<file path="config.mk">
export PLATFORM = sky130hd
export DESIGN_NAME = addsub_seq_ctrl
export DESIGN_NICKNAME = d
export VERILOG_FILES = /design/src/rtl/addsub_seq_ctrl.sv
export SDC_FILE = /design/constraint.sdc
export NUM_CORES = 1
export LEC_CHECK = 0
export ABC_AREA = 1
export BUFFER_PORTS_ARGS = -buffer_cell sky130_fd_sc_hd__buf_2
export CORE_MARGIN = 3
export CORE_UTILIZATION = 50
export CTS_BUF_LIST = sky130_fd_sc_hd__clkbuf_4
export DETAILED_ROUTE_END_ITERATION = 8
export HOLD_SLACK_MARGIN = 0.03
export PLACE_DENSITY = 0.76
export SYNTH_ARGS = -nofsm -noshare
export SYNTH_HDL_FRONTEND = slang
export SYNTH_SLANG_ARGS = --single-unit
</file>
<file path="constraint.sdc">
create_clock -name clk -period 4.3 [get_ports clk]
set_input_delay 0.43 -clock clk [delete_from_list [all_inputs] [get_ports clk]]
set_output_delay 0.43 -clock clk [all_outputs]
set_load 0.005 [all_outputs]
</file>
<file path="src/rtl/addsub_seq_ctrl.sv">
// Byte-serial add/subtract sequencer: steps one 8-bit slice with a chained carry,
// LSB first, and returns the W-bit result with carry/borrow and signed-overflow flags.
//
// state | meaning
// IDLE  | waiting for start
// RUN   | one byte per cycle, idx = byte being computed
// DONE  | one-cycle done pulse, result/flags valid, start accepted here too
module addsub_seq_ctrl #(
  parameter int NBYTES = 4
) (
  input  logic                  clk,
  input  logic                  rst_n,
  input  logic                  start,
  input  logic                  sub,
  input  logic [8*NBYTES-1:0]   a,
  input  logic [8*NBYTES-1:0]   b,
  output logic                  busy,
  output logic                  done,
  output logic [8*NBYTES-1:0]   result,
  output logic                  cout,
  output logic                  ovf
);

  localparam int W  = 8 * NBYTES;
  localparam int IW = (NBYTES > 1) ? $clog2(NBYTES) : 1;

  typedef enum logic [1:0] {
    IDLE = 2'd0,
    RUN  = 2'd1,
    DONE = 2'd2
  } state_t;

  state_t          state_q, state_d;
  logic [W-1:0]    a_q, b_q, result_q;
  logic [IW-1:0]   idx_q;
  logic            carry_q, cout_q, ovf_q;
  logic            accept, last;
  logic [7:0]      a_byte, b_byte, s;
  logic            c8;

  always_ff @(posedge clk or negedge rst_n) begin
    if (!rst_n) state_q <= IDLE;
    else        state_q <= state_d;
  end

  always_comb begin
    state_d = state_q;
    accept  = 1'b0;
    a_byte  = a_q[{idx_q, 3'b000} +: 8];
    b_byte  = b_q[{idx_q, 3'b000} +: 8];
    {c8, s} = {1'b0, a_byte} + {1'b0, b_byte} + {8'b0, carry_q};
    last    = (idx_q == IW'(NBYTES - 1));
    case (state_q)
      IDLE: if (start) begin
        accept  = 1'b1;
        state_d = RUN;
      end
      RUN: if (last) state_d = DONE;
      DONE: begin
        accept  = start;
        state_d = start ? RUN : IDLE;
      end
      default: state_d = IDLE;
    endcase
  end

  // Subtract is a + ~b + 1: the +1 rides in as the initial carry.
  always_ff @(posedge clk or negedge rst_n) begin
    if (!rst_n) begin
      a_q      <= '0;
      b_q      <= '0;
      result_q <= '0;
      idx_q    <= '0;
      carry_q  <= 1'b0;
      cout_q   <= 1'b0;
      ovf_q    <= 1'b0;
    end else if (accept) begin
      a_q     <= a;
      b_q     <= sub ? ~b : b;
      carry_q <= sub;
      idx_q   <= '0;
    end else if (state_q == RUN) begin
      result_q[{idx_q, 3'b000} +: 8] <= s;
      carry_q <= c8;
      idx_q   <= idx_q + 1'b1;
      if (last) begin
        cout_q <= c8;
        ovf_q  <= (a_q[W-1] == b_q[W-1]) && (s[7] != a_q[W-1]);
      end
    end
  end

  assign busy   = (state_q == RUN);
  assign done   = (state_q == DONE);
  assign result = result_q;
  assign cout   = cout_q;
  assign ovf    = ovf_q;

endmodule

</file>
; ---- Word level (Yosys, flattened, before mapping)
; Index checks and enable logic that the tools add are counted.
[classes]
addsub = 4
multipliers = 0
div = 0
order_cmp = 0
n_eq_ne = 7
n_shift = 4
muxes = 12
n_bitwise = 2
n_reduce_logical = 6
[ops]
columns = operator, n
row1 = $shiftx 32x6->8, 2
row2 = $bwmux 32, 1
row3 = $mux 32, 1
row4 = $not 32->32, 1
row5 = $shift 8x7->32 const A, 1
row6 = $shiftx 8x7->32, 1
row7 = $add 8x8->9, 1
row8 = $add 9x1->9, 1
row9 = $mux 2, 4
row10 = $neg 5->7, 1
row11 = $pmux 2 s3, 1
row12 = $eq 2x2->1 const B, 2
row13 = $mux 1, 4
row14 = $reduce_and 2->1, 2
row15 = $reduce_and 3->1, 1
row16 = $add 2x1->2 const B, 1
row17 = $eq 2x1->1 const B, 1
row18 = $logic_not 2->1, 1
row19 = $ne 2x1->1 const B, 1
row20 = $ne 2x2->1 const B, 1
row21 = $pmux 1 s2, 1
row22 = $reduce_bool 2->1, 1
row23 = $eq 1x1->1, 1
row24 = $logic_and 1x1->1, 1
row25 = 2 further kinds, 2
[word_totals]
register_bits = 103
latchBits = 0
mem_bits_rw = 0
rom_bits = 0
input_bits = 68
out_inout_bits = 36
wordCells = 43
memories = 0

; ---- Longest topological paths before layout
; Gate-level depths: netlist of run 1.
[logic_depth]
word_depth = 5
depth_mapped = 16
mapped_depth_nobuf = 14

; ---- Worst setup path before layout of run 1
; OpenSTA, ideal clock, no wires.
[synth_path]
path_type = reg2reg
startpoint = reg idx_q[0]
endpoint = reg result_q[12], in the netlist result[12]
setup_time_ns = 0.066
arrival_time_ns = 2.691
required_time_ns = 4.234
path_slack_ns = 1.544
stages_incl_launch_ff = 14
path_buffers = 2
synth_period_minus_slack_ns = 2.756
cell_sequence = dfrtp_1 buf_2 clkinv_1 clkbuf_1 nor2_1 o22ai_1 fa_1 fa_1 nand2_1 nand2_1 and2_1 xor2_1 nand4_1 nand2_1
[synth_via]
elab_chain_cells = 5
elab_cells_between_ends = 8
classes_between = add/sub (3) / shift (4) / mux (1)
[synth_rtl]
columns = element, line
row1 = start: declaration, 35  ; logic [IW-1:0] idx_q;
row2 = start signal: assignment, 85  ; idx_q <= idx_q + 1'b1;
row3 = $shiftx 32x6->8 (on tied branches), "49, 50"
row4 = $add 8x8->9, 51  ; {c8, s} = {1'b0, a_byte} + {1'b0, b_byte} + {8'b0, carry_q};
row5 = $add 9x1->9, 51
row6 = $shiftx 8x7->32, 83  ; result_q[{idx_q, 3'b000} +: 8] <= s;
row7 = $bwmux 32 *, 83
row8 = end signal: indexed assignment, 83
row9 = end: declaration, 34  ; logic [W-1:0] a_q, b_q, result_q;
; Every way passes the cells marked *; elsewhere a longest branch is shown, timed or not.
; A chain may end at the register's enable or synchronous reset.

; ---- Final worst setup path of run 1
[layout_path]
startpoint = reg idx_q[1]
endpoint = reg result_q[28], in the netlist result[28]
; The elaborated chain is that of the path after synthesis.

==> out/results.ini, run 1 <==
[status]
status = finished clean

[detailed_routing]
ant_nets = 0
drtPass1Iterations = 5
vias = 4353
drt_iter0_drc = 330
routedWlPerCell_um = 14.31
vias_per_cell = 5.219
drc = 0
routed_wl_mm = 11.94

[clocking]
postCtsHoldBufs = 0
cts_buffers = 9
cts_htree_levels = 3
cts_tree = done
ctsResizeCount = 0
cts-root-buf = clkbuf_4
cts_max_path_buffers = 2
clock_latency_ps = 440
clk_pin_slew_worst_paths_ps = 150
post_cts_buffers = 0
cts.sinks = 103

[logic_synthesis]
ys.flop_type = dfrtp_1
syn_area_per_cell_um2 = 8.397
ys_types = 30
synth_nets = 689
yosysMostFrequentCell = nand2_1
yosys.area.top_type_share = 0.5065
yosysWarnings = 0
synth_edf_count = 0
synth_area_leaders = dfrtp_1, nand2_1, o21ai_0
synthArstFlopShare = 1.000
yosysTopAreaCell = dfrtp_1
syn-cell-area_um2 = 5089
yosysSeqAreaShare = 0.5065
netlist_instances = 606
synthTopCellsByCount = nand2_1, dfrtp_1, o21ai_0
ys_seq_elements = 103

[timing]
setup_viol = 0
fmax_mhz = 311.3
finalMaxSlewViolations = 0
grt_setup_unrepaired = false
setup_ws_ps = 1088
slew_headroom = 0.3954
skew_ps = 14.57
period_share = 0.7470
hold_viol_final = 0
max_slew.worst_pin.slew_ps = 905.8
period_minus_slack_ps = 3212
fin_setup_tns_ps = 0

[global_routing]
grt_first_pass_wirelength_mm = 19.59
antenna_found_initial = 0
gr-usage-all-layers = 0.2150
grt_max_degree = 100
grt_pass1_vias = 4130
grt-ovfl-total = 0

[setup_path]
end_kind = register
worst_setup_path_start_kind = register
worstSetupPathType = register to register
path_max_fanout = 20
cp.arrival_ps = 3600
crit_required_ps = 4680

[power_and_ir_drop]
p_leak_uw = 0.003056
fin_total_pwr_uw = 4764
comb_power_share = 0.557
power.net_switching_uw = 2341
ir_worst_vdd_uv = 319.1
p_sw_frac = 0.4914
power_frac_clock = 0.092
seq_power_share = 0.351
p_int_uw = 2423
p_per_area_nw_per_um2 = 821.6

[placement]
io_buffers = 103
gp_congestion = 0.9539
hpwl_mm = 9.000
pre_cts_ws_ps = 1193

[die]
ioPinCount = 104
row_count = 36
core_area_um2 = 9819
initial_utilization = 0.5182
die_x_um = 106.9
fp.dieH_um = 106.9
die_area_um2 = 11420

[worst_hold_path]
hp-class = input pin to async pin

[cells_and_area]
diodes = 0
area_growth_pct = 13.97
nNetsFinal = 779
layout-drive-gt1-share = 0.1926
nFillCells = 875

[job]
max-cap-violations = 0

==> power groups by stage <==
stage	Clock (uW)	Combinational (uW)	Sequential [uW]
detailed placement	0	2630	1690
global route	489	3010	1720
floorplan	0	1910	1580
global placement	0	2540	1670
finish	436	2660	1670
CTS	443	2640	1670
==> cell usage in the layout (no fill, tap or decap), drive strengths merged <==
cell type  instances
a21oi              3
a22o               1
and2               1
buf              107
clkbuf            10
clkinv             6
clkinvlp           1
dfrtp            103
fa                 2
ha                13
inv               27
nand2            218
nand3             22
nand3b             2
nand4              7
nor2              41
nor3               1
nor4               1
o21ai             79
o22ai             16
o31ai              3
or2                2
xnor2             32
xor2               3
==> through the flow <==
stage	area, um2	cells	hold slack [ps]	utilization
floorplan	5089	606	134.4	-
global placement	5687	818	459.7	0.5791
detailed placement	5687	818	462.2	0.5791
CTS	5799	834	108.5	0.5906
global route	5799	834	132.3	0.5906
finish	5799	834	80.07	0.5906
==> final timing paths <==
| kind | start | endpoint | slack (ps) | depth (start not counted) |
|---|---|---|---|---|
| max reg2reg | idx_q[1]$_DFFE_PN0P_ | result[28]$_DFFE_PN0P_ | 1090 | 11 |
| max in group asynchronous | rst_n | b_q[2]$_DFFE_PN0P_ | 3270 | 2 |
| max | idx_q[1]$_DFFE_PN0P_ | result[28]$_DFFE_PN0P_ | 1090 | 11 |
| min reg2reg | result[21]$_DFFE_PN0P_ | result[21]$_DFFE_PN0P_ | 490 | 2 |
| min in group clk | a[12] | a_q[12]$_DFFE_PN0P_ | 170 | 3 |
| min | rst_n | result[5]$_DFFE_PN0P_ | 80 | 1 |
==> worst max-delay path: stages (launching register included) <==
cell,delay (ps)
dfrtp_1,730
inv_1,420
o21ai_0,210
o22ai_1,150
fa_1,430
fa_1,410
nand2_1,80
nand2_1,70
and2_1,160
xor2_1,280
nand4_1,140
nand2_1,80
==> registers in the layout (all words and copies together) (netlist names) <==
| register | count |
|---|---|
| b_q | 32 |
| ovf | 1 |
| result | 32 |
| idx_q | 2 |
| carry_q | 1 |
| state_q | 2 |
| a_q | 32 |
| cout | 1 |
==> layout make-up <==
cell class / count / area, um2 / share of cell area
flip-flops and latches: 103 / 2577 / 0.4444
multi-input cells: 447 / 2290 / 0.3948
repair buffers: 107 / 548.0 / 0.09450
well taps: 133 / 166.4 / 0.02869
inverters: 28 / 105.1 / 0.01812
clock buffers: 10 / 75.07 / 0.01294
clock inverters: 6 / 37.54 / 0.006472
==> layer usage <==
| layer | global-route usage | routed length (um) | vias to the layer above |
|---|---|---|---|
| li1 | - | - | 2137 |
| met1 | 0.2995 | 5362 | 2010 |
| met2 | 0.3390 | 5445 | 174 |
| met3 | 0.04335 | 778 | 32 |
| met4 | 0.07123 | 351 | 0 |
| met5 | 0 | 0 | - |
==> cells by family after synthesis <==
kind of cell    count (synthesis)  share of synthesized area
buf+inv                        56                    0.04401
flops                         103                     0.5065
xor+xnor                       35                    0.06024
fa+ha+maj                      15                    0.03983
simple gates                  295                     0.2429
compound gates                102                     0.1065
Note: power is estimated with default switching activity, not from simulation.
==> inputs of run 2 (changes only) <==
--- a/config.mk
+++ b/config.mk
@@ -12,7 +12,7 @@
 export CTS_BUF_LIST = sky130_fd_sc_hd__clkbuf_4
 export DETAILED_ROUTE_END_ITERATION = 8
 export HOLD_SLACK_MARGIN = 0.03
-export PLACE_DENSITY = 0.76
+export PLACE_DENSITY = 0.79
 export SYNTH_ARGS = -nofsm -noshare
 export SYNTH_HDL_FRONTEND = slang
 export SYNTH_SLANG_ARGS = --single-unit
==> constraint.sdc (replaced) <==
create_clock -name clk -period 2.7 [get_ports clk]
set_input_delay 0.27 -clock clk [delete_from_list [all_inputs] [get_ports clk]]
set_output_delay 0.27 -clock clk [all_outputs]
set_load 0.005 [all_outputs]
==> out/results.ini, run 2 (synthesized netlist as in run 1, its figures left out) <==
[status]
status = finished clean

[setup_path]
crit_required_ps = 3090
worstSetupPathType = register to register
worst_path_max_delay_cell = dfrtp_2
crit_chain = clkinvlp_4, o21ai_0, o22ai_1, fa_1, fa_1, nand2_1, nand2_1, and2_1, xor2_2, nand4_1, nand2_1
worst_setup_path_start_kind = register
crit_top_cell = nand2_1
crit_buf_inv = 1
path_max_fanout = 7
rrSetupSlack_ps = 170
end_kind = register
crit_family = adder cells
max_stage_delay_ps = 450
cp.arrival_ps = 2920

[global_routing]
grt_max_degree = 100
antenna_found_initial = 0
grt_first_pass_wirelength_mm = 20.40
grt-ovfl-total = 0
grt_pass1_vias = 4315
gr-usage-all-layers = 0.2242

[detailed_routing]
ant_nets = 0
routed_wl_mm = 12.29
drtPass1Iterations = 6
vias_per_cell = 5.092
drt_iter0_drc = 315
vias = 4445
drc = 0
routedWlPerCell_um = 14.07

[die]
die_x_um = 106.9
row_count = 36
core_area_um2 = 9819
initial_utilization = 0.5182
die_area_um2 = 11420
ioPinCount = 104
fp.dieH_um = 106.9

[cells_and_area]
layout_commonest_cell = nand2_1
area_growth_pct = 22.67
diodes = 0
utilization = 0.6357
nNetsFinal = 820
layout-drive-gt1-share = 0.2041
final_cell_mix = nand2_1, dfrtp_1, buf_2

[placement]
io_buffers = 103
gp_congestion = 0.8929
pre_cts_ws_ps = 43.83
hpwl_mm = 9.033

[clocking]
cts_buffers = 9
clock_latency_ps = 450
cts_max_path_buffers = 2
cts.sinks = 103
clk_pin_slew_worst_paths_ps = 130
cts_tree = done
cts_htree_levels = 3
cts-root-buf = clkbuf_4

[power_and_ir_drop]
p_leak_uw = 0.003239
fin_total_pwr_uw = 7874
p_per_area_nw_per_um2 = 1261
ir_worst_vdd_uv = 656.4

[timing]
finalMaxSlewViolations = 0
period_minus_slack_ps = 2533
whs_ps = 57.75
fmax_mhz = 394.8
fin_setup_tns_ps = 0
setup_viol = 0
skew_ps = 11.54
period_share = 0.9381
max_slew.worst_pin.slew_ps = 925.7
hold_viol_final = 0
slew_headroom = 0.3822
setup_ws_ps = 167.2

[worst_hold_path]
hp-class = input pin to register

[job]
max-cap-violations = 0

-- run 2: area by class of cell --
type | instances | area (um2)
well taps | 133 | 166.4
clock inverters | 4 | 48.80
inverters | 28 | 108.9
flip-flops and latches | 103 | 2579
clock buffers | 10 | 75.07
repair buffers | 148 | 952.2
fillers | 835 | 3577
multi-input cells | 447 | 2312
-- run 2: path summary, 6_finish.rpt --
check / depth (start not counted) / end / from
setup reg to reg: 11 / result[28]$_DFFE_PN0P_ / idx_q[0]$_DFFE_PN0P_
hold reg to reg: 2 / a_q[21]$_DFFE_PN0P_ / a_q[21]$_DFFE_PN0P_
hold / removal: 3 / a_q[2]$_DFFE_PN0P_ / a[2]
max in group asynchronous: 3 / a_q[2]$_DFFE_PN0P_ / rst_n
setup / recovery: 11 / result[28]$_DFFE_PN0P_ / idx_q[0]$_DFFE_PN0P_
min in group asynchronous: 2 / result[5]$_DFFE_PN0P_ / rst_n
-- run 2: where the power goes --
group	internal, uW	switching, uW	total, uW
registers	2190	451	2640
clock network	280	471	752
logic	1620	2860	4480
total	4100	3780	7870
-- run 2: worst reg2reg max path: stages (launching register included) --
cell and delay, ps:
dfrtp_2 450, clkinvlp_4 160, o21ai_0 170, o22ai_1 110, fa_1 420, fa_1 420
nand2_1 70, nand2_1 60, and2_1 180, xor2_2 220, nand4_1 120, nand2_1 90
-- run 2: layer usage --
metal	global-route usage	up-vias	routed length [um]
met1	0.3082	2050	5448
met5	0	-	0
li1	-	2213	-
met4	0.06758	0	254
met3	0.04034	22	698
met2	0.3651	160	5885
-- run 2: repair_timing --
action	4_1_cts	5_1_grt
setup buffers	0	1
endpoints found under the hold margin	58	2
setup endpoints to repair	0	19
hold buffers	30	2
gates resized for setup	0	11
-- run 2: metrics by stage --
stage               std cells  cell area [um2]
floorplan                 606             5092
global placement          826             5759
detailed placement        826             5759
CTS                       870             6183
global route              873             6242
finish                    873             6242
==> inputs of run 3 (changes only) <==
--- a/config.mk
+++ b/config.mk
@@ -12,7 +12,7 @@
 export CTS_BUF_LIST = sky130_fd_sc_hd__clkbuf_4
 export DETAILED_ROUTE_END_ITERATION = 8
 export HOLD_SLACK_MARGIN = 0.03
-export PLACE_DENSITY = 0.79
+export PLACE_DENSITY = 0.75
 export SYNTH_ARGS = -nofsm -noshare
 export SYNTH_HDL_FRONTEND = slang
 export SYNTH_SLANG_ARGS = --single-unit
==> out/results.ini, run 3 (synthesized netlist as in run 1, its figures left out) <==
[status]
status = finished clean

[cells_and_area]
diodes = 0
area_growth_pct = 23.24
layout-drive-gt1-share = 0.2089
final_cell_mix = nand2_1, dfrtp_1, buf_2
nNetsFinal = 820
utilization = 0.6386
layout.cells.non_filler = 875
layout_commonest_cell = nand2_1

[power_and_ir_drop]
p_sw_frac = 0.4812
p_per_area_nw_per_um2 = 1284
comb_power_share = 0.573
ir_worst_vdd_uv = 632.2
power.net_switching_uw = 3873
p_leak_uw = 0.003256
p_int_uw = 4176
seq_power_share = 0.329
power_frac_clock = 0.098

[timing]
setup_viol = 0
period_minus_slack_ps = 2494
whs_ps = 50.90
finalMaxSlewViolations = 0
hold_viol_final = 0
slew_headroom = 0.3684
max_slew.worst_pin.slew_ps = 946.3
fin_setup_tns_ps = 0
skew_ps = 20.53
fmax_mhz = 401.0
grt_setup_unrepaired = false
period_share = 0.9236

[die]
fp.dieH_um = 106.9
ioPinCount = 104
core_area_um2 = 9819
row_count = 36
initial_utilization = 0.5182
die_area_um2 = 11420
die_x_um = 106.9

[clocking]
cts-root-buf = clkbuf_4
clk_pin_slew_worst_paths_ps = 140
cts.sinks = 103
cts_tree = done
cts_buffers = 9
cts_max_path_buffers = 2
cts_htree_levels = 3
clock_latency_ps = 460

[worst_hold_path]
hp-class = input pin to register

[placement]
hpwl_mm = 9.185
io_buffers = 103
dp_cells = 826
gp_congestion = 0.9289

[global_routing]
grt-ovfl-total = 0
grt_pass1_vias = 4394
antenna_found_initial = 0
grt_first_pass_wirelength_mm = 20.82
grt_max_degree = 62
gr-usage-all-layers = 0.2296

[setup_path]
path_max_fanout = 12
cp.arrival_ps = 2870
worstSetupPathType = register to register
end_kind = register
worst_setup_path_start_kind = register
crit_required_ps = 3080

[detailed_routing]
routed_wl_mm = 12.49
routedWlPerCell_um = 14.28
ant_nets = 0
vias = 4532
drt_iter0_drc = 290
vias_per_cell = 5.179
drc = 0
drtPass1Iterations = 5

[job]
max-cap-violations = 0

-- run 3: routing by layer --
layer  GRT usage  up-vias  wire length (um)
met2      0.3826      171              6031
met4     0.07489        0               276
met3     0.03793       32               709
met5           0        -                 0
met1      0.3081     2107              5476
li1            -     2222                 -
-- run 3: final cells by class --
type                    instances  area [um2]
well taps                     133       166.4
fillers                       880        3548
multi-input cells             447        2316
inverters                      28       108.9
flip-flops and latches        103        2579
repair buffers                148       964.7
clock buffers                  10       75.07
clock inverters                 6       61.31
-- run 3: final timing paths --
path | startpoint | to | slack (ps) | depth (start not counted)
min in group asynchronous | rst_n | result[3]$_DFFE_PN0P_ | 370 | 2
hold reg to reg | a_q[16]$_DFFE_PN0P_ | a_q[16]$_DFFE_PN0P_ | 500 | 2
max in group asynchronous | rst_n | idx_q[0]$_DFFE_PN0P_ | 1610 | 3
setup / recovery | idx_q[0]$_DFFE_PN0P_ | result[27]$_DFFE_PN0P_ | 210 | 10
hold / removal | a[16] | a_q[16]$_DFFE_PN0P_ | 50 | 3
setup reg to reg | idx_q[0]$_DFFE_PN0P_ | result[27]$_DFFE_PN0P_ | 210 | 10
-- run 3: metrics by stage --
| step | setup slack, ps | power (uW) | instance area (um2) |
|---|---|---|---|
| floorplan | 31.94 | 5575 | 5092 |
| global placement | 165.9 | 6904 | 5772 |
| detailed placement | 36.90 | 7047 | 5772 |
| CTS | 12.12 | 7914 | 6236 |
| global route | 4.780 | 8768 | 6271 |
| finish | 206.3 | 8049 | 6271 |
-- run 3: timing repair --
action                                 in CTS  in global routing
setup buffers                               0                  1
hold buffers                               32                  0
endpoints found under the hold margin      83                  0
pin swaps                                   0                  1
resized for setup                           1                 11
setup endpoints to repair                   3                 20
-- run 3: power groups by stage --
stage	combinational, uW	sequential [uW]	clock, uW
3_3_place_gp	4260	2650	0
4_1_cts	4470	2640	799
3_5_place_dp	4380	2670	0
5_1_grt	5190	2720	857
6_report	4610	2650	788
2_1_floorplan	3050	2520	0
-- run 3: worst max-delay path, cell delays in order (launching register included) --
cell	delay (ps)
dfrtp_2	480
clkinvlp_4	140
buf_4	200
nor2_1	60
o22ai_1	270
ha_1	300
or2_2	300
nand2_1	110
xor2_2	240
nand3_1	120
o21ai_0	200
